$ cat config.mk
export PLATFORM = sky130hd
export DESIGN_NAME = fetch_ctrl
export DESIGN_NICKNAME = d
export VERILOG_FILES = /design/src/rtl/fetch_ctrl.sv
export SDC_FILE = /design/constraint.sdc
export NUM_CORES = 1
export LEC_CHECK = 0
export ABC_AREA = 1
export CAP_MARGIN = 20
export CORE_MARGIN = 1.5
export CORE_UTILIZATION = 51
export CTS_BUF_LIST = sky130_fd_sc_hd__clkbuf_8
export DETAILED_ROUTE_END_ITERATION = 16
export DONT_BUFFER_PORTS = 1
export HOLD_SLACK_MARGIN = 0.08
export PLACE_DENSITY = 0.69
export SYNTH_ARGS = -nofsm -noshare
export SYNTH_HDL_FRONTEND = slang
export SYNTH_SLANG_ARGS = --single-unit
export TNS_END_PERCENT = 50
$ cat constraint.sdc
create_clock -name clk -period 5.98 [get_ports clk]
set_input_delay 1.196 -clock clk [delete_from_list [all_inputs] [get_ports clk]]
set_output_delay 1.196 -clock clk [all_outputs]
set_load 0.01 [all_outputs]
$ cat src/rtl/fetch_ctrl.sv
`default_nettype none
// ============================================================================
// fetch_ctrl : pre-IF fetch sequencer, one outstanding I-cache request,
//              stall buffering and redirect/cancel handling.
// Rev 1.0
// ============================================================================
module fetch_ctrl #(
  parameter logic [31:0] RESET_PC = 32'hBFC0_0000
) (
  input  logic        clk,
  input  logic        rst,
  input  logic        Redirect_Valid,
  input  logic [31:0] Redirect_PC,
  input  logic        Stall,
  output logic        IReq_Valid,
  output logic [31:0] IReq_Addr,
  input  logic        IReq_Ready,
  input  logic        IResp_Valid,
  input  logic [31:0] IResp_Data,
  output logic [31:0] PREIF_PC,
  output logic        PREIF_AdEL,
  output logic [31:0] IF_Instr,
  output logic        IF_Wr,
  output logic        IF_Flush
);

  typedef enum logic [1:0] {
    S_REQ  = 2'd0,
    S_WAIT = 2'd1,
    S_HOLD = 2'd2,
    S_DROP = 2'd3
  } state_t;

  state_t      state;
  logic [31:0] pc_r;
  logic [31:0] buf_r;
  logic [31:0] pc_inc;
  logic        misaligned;

  assign pc_inc     = pc_r + 32'd4;
  assign misaligned = (pc_r[1:0] != 2'b00);

  always_ff @(posedge clk or posedge rst) begin
    if (rst) begin
      state <= S_REQ;
      pc_r  <= RESET_PC;
      buf_r <= 32'd0;
    end else if (Redirect_Valid) begin
      pc_r <= Redirect_PC;
      // An in-flight fetch that has not returned yet must be drained first
      if ((state == S_WAIT || state == S_DROP) && !IResp_Valid)
        state <= S_DROP;
      else
        state <= S_REQ;
    end else begin
      case (state)
        S_REQ: begin
          if (misaligned) begin
            if (!Stall) pc_r <= pc_inc;
          end else if (IReq_Ready) begin
            state <= S_WAIT;
          end
        end
        S_WAIT: begin
          if (IResp_Valid) begin
            if (!Stall) begin
              pc_r  <= pc_inc;
              state <= S_REQ;
            end else begin
              buf_r <= IResp_Data;
              state <= S_HOLD;
            end
          end
        end
        S_HOLD: begin
          if (!Stall) begin
            pc_r  <= pc_inc;
            state <= S_REQ;
          end
        end
        S_DROP: begin
          if (IResp_Valid) state <= S_REQ;
        end
        default: state <= S_REQ;
      endcase
    end
  end

  assign PREIF_PC  = rst ? RESET_PC : pc_r;
  assign IReq_Addr = rst ? RESET_PC : pc_r;

  always_comb begin
    IReq_Valid = 1'b0;
    IF_Wr      = 1'b0;
    IF_Instr   = 32'd0;
    PREIF_AdEL = 1'b0;
    IF_Flush   = 1'b0;
    if (!rst) begin
      IF_Flush = Redirect_Valid;
      case (state)
        S_REQ: begin
          if (misaligned) begin
            PREIF_AdEL = 1'b1;
            IF_Wr      = !Stall && !Redirect_Valid;
          end else begin
            IReq_Valid = !Redirect_Valid;
          end
        end
        S_WAIT: begin
          if (IResp_Valid) begin
            IF_Instr = IResp_Data;
            IF_Wr    = !Stall && !Redirect_Valid;
          end
        end
        S_HOLD: begin
          IF_Instr = buf_r;
          IF_Wr    = !Stall && !Redirect_Valid;
        end
        default: ;
      endcase
    end
  end

endmodule
`default_nettype wire

Yosys cells after proc, flatten, opt, wreduce, memory -nomap -nowiden
Index checks and enable logic that the tools add are counted.
{"block": "word_totals", "ff_bits": 66, "mem_count": 0, "rom_bits": 0, "word_cells": 55, "latchBits": 0, "input_bits": 70, "mem_bits_rw": 0}
{"block": "op_classes", "reduce_logical": 12, "shifts": 0, "div": 0, "bitwise_logic": 1, "n_lt_le_gt_ge": 0, "addsub": 1, "eq_ne": 9, "mul": 0, "mux": 29}
{"cell": "$mux W32", "n": 7}
{"cell": "$pmux W32 S3", "n": 1}
{"cell": "$pmux W32 S2", "n": 1}
{"cell": "$add A32 B3 Y32 const B", "n": 1}
{"cell": "$ne A3 B3 Y1 const B", "n": 6}
{"cell": "$mux W2", "n": 8}
{"cell": "$mux W1", "n": 10}
{"cell": "$pmux W2 S4", "n": 1}
{"cell": "$reduce_and A5 Y1", "n": 1}
{"cell": "$eq A2 B2 Y1 const B", "n": 2}
{"cell": "$reduce_and A4 Y1", "n": 1}
{"cell": "$reduce_bool A4 Y1", "n": 1}
{"cell": "$logic_not A1 Y1", "n": 3}
{"cell": "$pmux W1 S3", "n": 1}
{"cell": "$reduce_and A3 Y1", "n": 1}
{"cell": "$eq A2 B1 Y1 const B", "n": 1}
{"cell": "$logic_and A1 B1 Y1", "n": 2}
{"cell": "$logic_not A2 Y1", "n": 1}
{"cell": "$reduce_bool A2 Y1", "n": 1}
{"cell": "$logic_or A1 B1 Y1", "n": 1}
{"cell": "$not A1 Y1", "n": 1}

Logic depth before layout (Yosys ltp)
{"block": "depth", "depth_word": 5, "depth_mapped": 12, "depth_no_buf": 11}

Worst setup path before layout
OpenSTA, ideal clock, no wires.
{"block": "synth_timing", "kind": "input to output", "startpoint": "input port rst", "endpoint": "output port PREIF_PC[22]", "path_slack_ps": 501, "cell_stages": 5, "n_path_buf": 3, "required_time_ps": 4784, "arrival_ps": 4283, "path_cell_list": "clkbuf_1 > inv_1 > clkbuf_1 > nand2_1 > buf_4"}
{"block": "synth_between", "elab_chain_len": 1}
{"item": "start, declared", "line": "11", "text": "input logic rst,"}
{"item": "$mux W32"}
{"item": "end, declared", "line": "20", "text": "output logic [31:0] PREIF_PC,"}
Every way passes these cells.

Final worst setup path
{"block": "layout_timing", "startpoint": "input port rst", "endpoint": "output port IF_Instr[3]"}
{"block": "layout_between", "elab_chain_len": 1}
{"item": "$mux W32", "line": "98", "text": "if (!rst) begin"}
{"item": "end, declared", "line": "22", "text": "output logic [31:0] IF_Instr,"}
Every way passes these cells.

==> key figures <==
Yosys
  – Synth unique cells: 27
  – Main area contributors after synthesis: dfrtp_1, nand2_1, nand3_1
  – Main flop type after synthesis: dfrtp_1
  – Yosys top cell area share: 29.8%
  – Register area share after synthesis: 34.7%
  – Syn_nets: 855
  – Async set-reset flop share out of synthesis: 100%
  – Synthesized area: 4790 sq um
  – Cell accounting for the most synthesized area: dfrtp_1
  – Yosys warning count: 0
  – Number of synthesized register bits: 66
  – Post-synth EDFFs: 0
  – Syn avg cell area: 6.15 sq um
  – Gate Count Post-Synth: 779

STA
  – Setup Viol. Count Final: 0
  – Final Max Tran Viols: 0
  – RSZ-0062 raised after global routing: false
  – Final setup margin: 1.72 ns
  – Final Cycle Share: 71.2%
  – Tightest Pin Transition: 1.01 ns
  – Fin Setup TNS: 0 ns
  – Final Hold Viols: 0
  – Clk_skew: 0.00800 ns
  – Slew headroom: 32.3%
  – Fmax: 235 MHz
  – Minimum clock period: 4.26 ns

Cells and area
  – Area of the multi-input gates: 2490 sq um
  – Layout cells sized above 1: 5.35%
  – FF+latch area: 1660 sq um
  – # fillers: 937
  – Antenna Cells: 0
  – Area Overhead vs Synth: -0.522%
  – Nets: 800

CTS
  – Hold_buf cts: 0
  – Clk buf depth: 2
  – H-tree depth: 3
  – Worst-Skew Late Latency: 0.35 ns
  – Setup Buffers After CTS: 0
  – Post-CTS sizing: 0
  – TritonCTS sink count: 66
  – CTS tree: done
  – Clock transition at path regs: 0.07 ns
  – CTS Buf Count: 9
  – Clock tree root driver cell: clkbuf_8

Global route
  – First-pass GRT wire length: 19.5 mm
  – Initial antenna violation count: 0
  – Largest net degree at the start of global routing: 51
  – Number of global-route vias before repair: 4187
  – Gr ovfl total: 0
  – GR Util All Layers: 24.2%

Worst setup path
  – Critical path, cell by cell: inv_2, nand2_1, a21oi_1
  – CP Class: input port to output pin
  – Startpoint types: input port
  – CP peak stage delay: 0.79 ns
  – Critical Path Fanout Max: 36
  – Reg2reg setup slack: 3.29 ns
  – CP endpoint kind: output pin
  – Crit path max-delay cell type: nand2_1
  – WP data required: 4.78 ns
  – Worst r2r src: state[0]
  – Crit Reg-Reg Endpoint: pc_r[30]
  – Arrival time at the worst endpoint: 3.06 ns
  – Worst Setup EP: IF_Instr[3]
  – R2R depth: 11
  – Crit. Startpoint: rst

Flow run
  – Max-cap violations: 0

Floorplan
  – Die W: 99.9 um
  – Die Ht: 99.9 um
  – Core Rows: 35
  – Num ports: 170
  – Die area: 9990 sq um
  – Starting Density: 52.1%
  – Core ar.: 9200 sq um

Placement
  – IO buf count: 0
  – Final RePlAce weighted congestion: 0.853
  – HPWL after detailed placement: 8.23 mm
  – Pre-CTS setup slack: 1.65 ns

Outcome
  – Outcome: finished, final reports clean

Routing
  – Vias: 4582
  – DRT Pass-1 Iters: 6
  – Drt drc: 0
  – Routed Antenna Nets: 0
  – Avg WL per Cell: 14.1 um
  – Detailed router's first-iteration violation count: 248
  – Final wirelength: 11.9 mm
  – Routed vias/inst: 5.45

Pwr
  – Static leakage: 0.00229 uW
  – PD cells: 462 nW/um^2
  – Power, Total: 2200 uW
  – Max VDD drop: 169 uV

Worst hold path
  – Hold Startpoint: buf_r[7]
  – Min-delay worst type: flip-flop to flip-flop
metal layers:
layer	routed length [um]	GRT usage (%)	vias up	part of all wire [%]
li1	-	-	2278	-
met1	5020	29.7	2111	42
met2	5570	40.8	177	47
met3	1060	7.17	16	8.9
met4	208	8.02	0	1.8
met5	0	0	-	0
cell families after synthesis:
group | Yosys count | synth area share [%]
buffers and inverters | 132 | 13.4
adder cells (fa/ha/maj) | 6 | 1.57
AND/OR/NAND/NOR | 504 | 42.4
AO/OA/AOI/OAI | 71 | 7.96
flip-flops | 66 | 34.7
Yosys cell counts, types with 2 or more instances:
cell type,number
inv_1,60
o211ai_1,4
buf_1,6
and2_1,2
nor3_1,3
inv_2,2
nor2_2,2
o21ai_0,22
dfstp_2,9
ha_1,6
a31oi_1,5
nor2_1,99
buf_2,9
nand3b_1,2
nor2_4,3
nand3_1,75
a21oi_1,32
nand2_1,317
buf_4,34
o21ai_1,5
dfrtp_1,57
clkbuf_1,20
cell type report:
class / count / area share [%]
timing repair buffer: 4 / 1.42
multi-input combinational: 581 / 52.2
clock buffer: 9 / 2.60
tap: 111 / 2.91
clock inverter: 7 / 1.13
sequential: 66 / 34.9
inverter: 62 / 4.88
registers in the layout, summed over array words and instances (netlist names):
register and count:
pc_r 32, state 2, buf_r 32
cells in the final DEF (no fill, tap or decap):
cell / instances
dfrtp_1: 57
inv_2: 3
nand3b_1: 2
buf_4: 2
clkbuf_16: 1
ha_1: 6
o21ai_1: 5
and2_1: 2
nor3_1: 3
clkinv_4: 2
o221ai_1: 1
nor2_2: 2
clkinvlp_4: 3
nor2_1: 99
nor2_4: 3
o21ai_2: 1
clkbuf_8: 9
inv_6: 1
a21oi_1: 32
buf_16: 1
a211oi_1: 1
nand2_2: 1
clkinv_2: 1
nand3_1: 75
o211ai_1: 4
inv_1: 59
o21ai_0: 22
nand2_1: 317
dfstp_2: 9
a31oi_1: 5
worst max-delay path: cells and delay by family:
kind / cells / cell delay [ns]
buffers and inverters: 1 / 0.52
AND/OR/NAND/NOR: 1 / 0.79
AO/OA/AOI/OAI: 1 / 0.53
through the flow:
step,hold WS (ns),area (sq um),utilization (%),cells
final,0.476,4770,51.9,840
after global routing,0.496,4770,51.9,840
after CTS,0.480,4720,51.3,838
after detailed placement,0.459,4540,49.3,822
after global placement,0.454,4540,49.3,822
after floorplan,0.442,4790,-,779
worst min-delay path by stage:
| stage | cells after the start | to | slack (ns) |
|---|---|---|---|
| after floorplan | 2 | buf_r[10] | 0.44 |
| after global placement | 2 | buf_r[6] | 0.45 |
| after detailed placement | 2 | buf_r[4] | 0.46 |
| after CTS | 2 | buf_r[7] | 0.48 |
| after global routing | 2 | buf_r[26] | 0.50 |
| final | 2 | buf_r[7] | 0.48 |
where the power goes:
part / leakage (uW) / switching, uW / internal, uW
Sequential: 0.000794 / 190 / 689
Combinational: 0.00141 / 681 / 296
Clock: 0.0000818 / 194 / 152
Total: 0.00229 / 1070 / 1140
(Power assumes the default switching activity.)
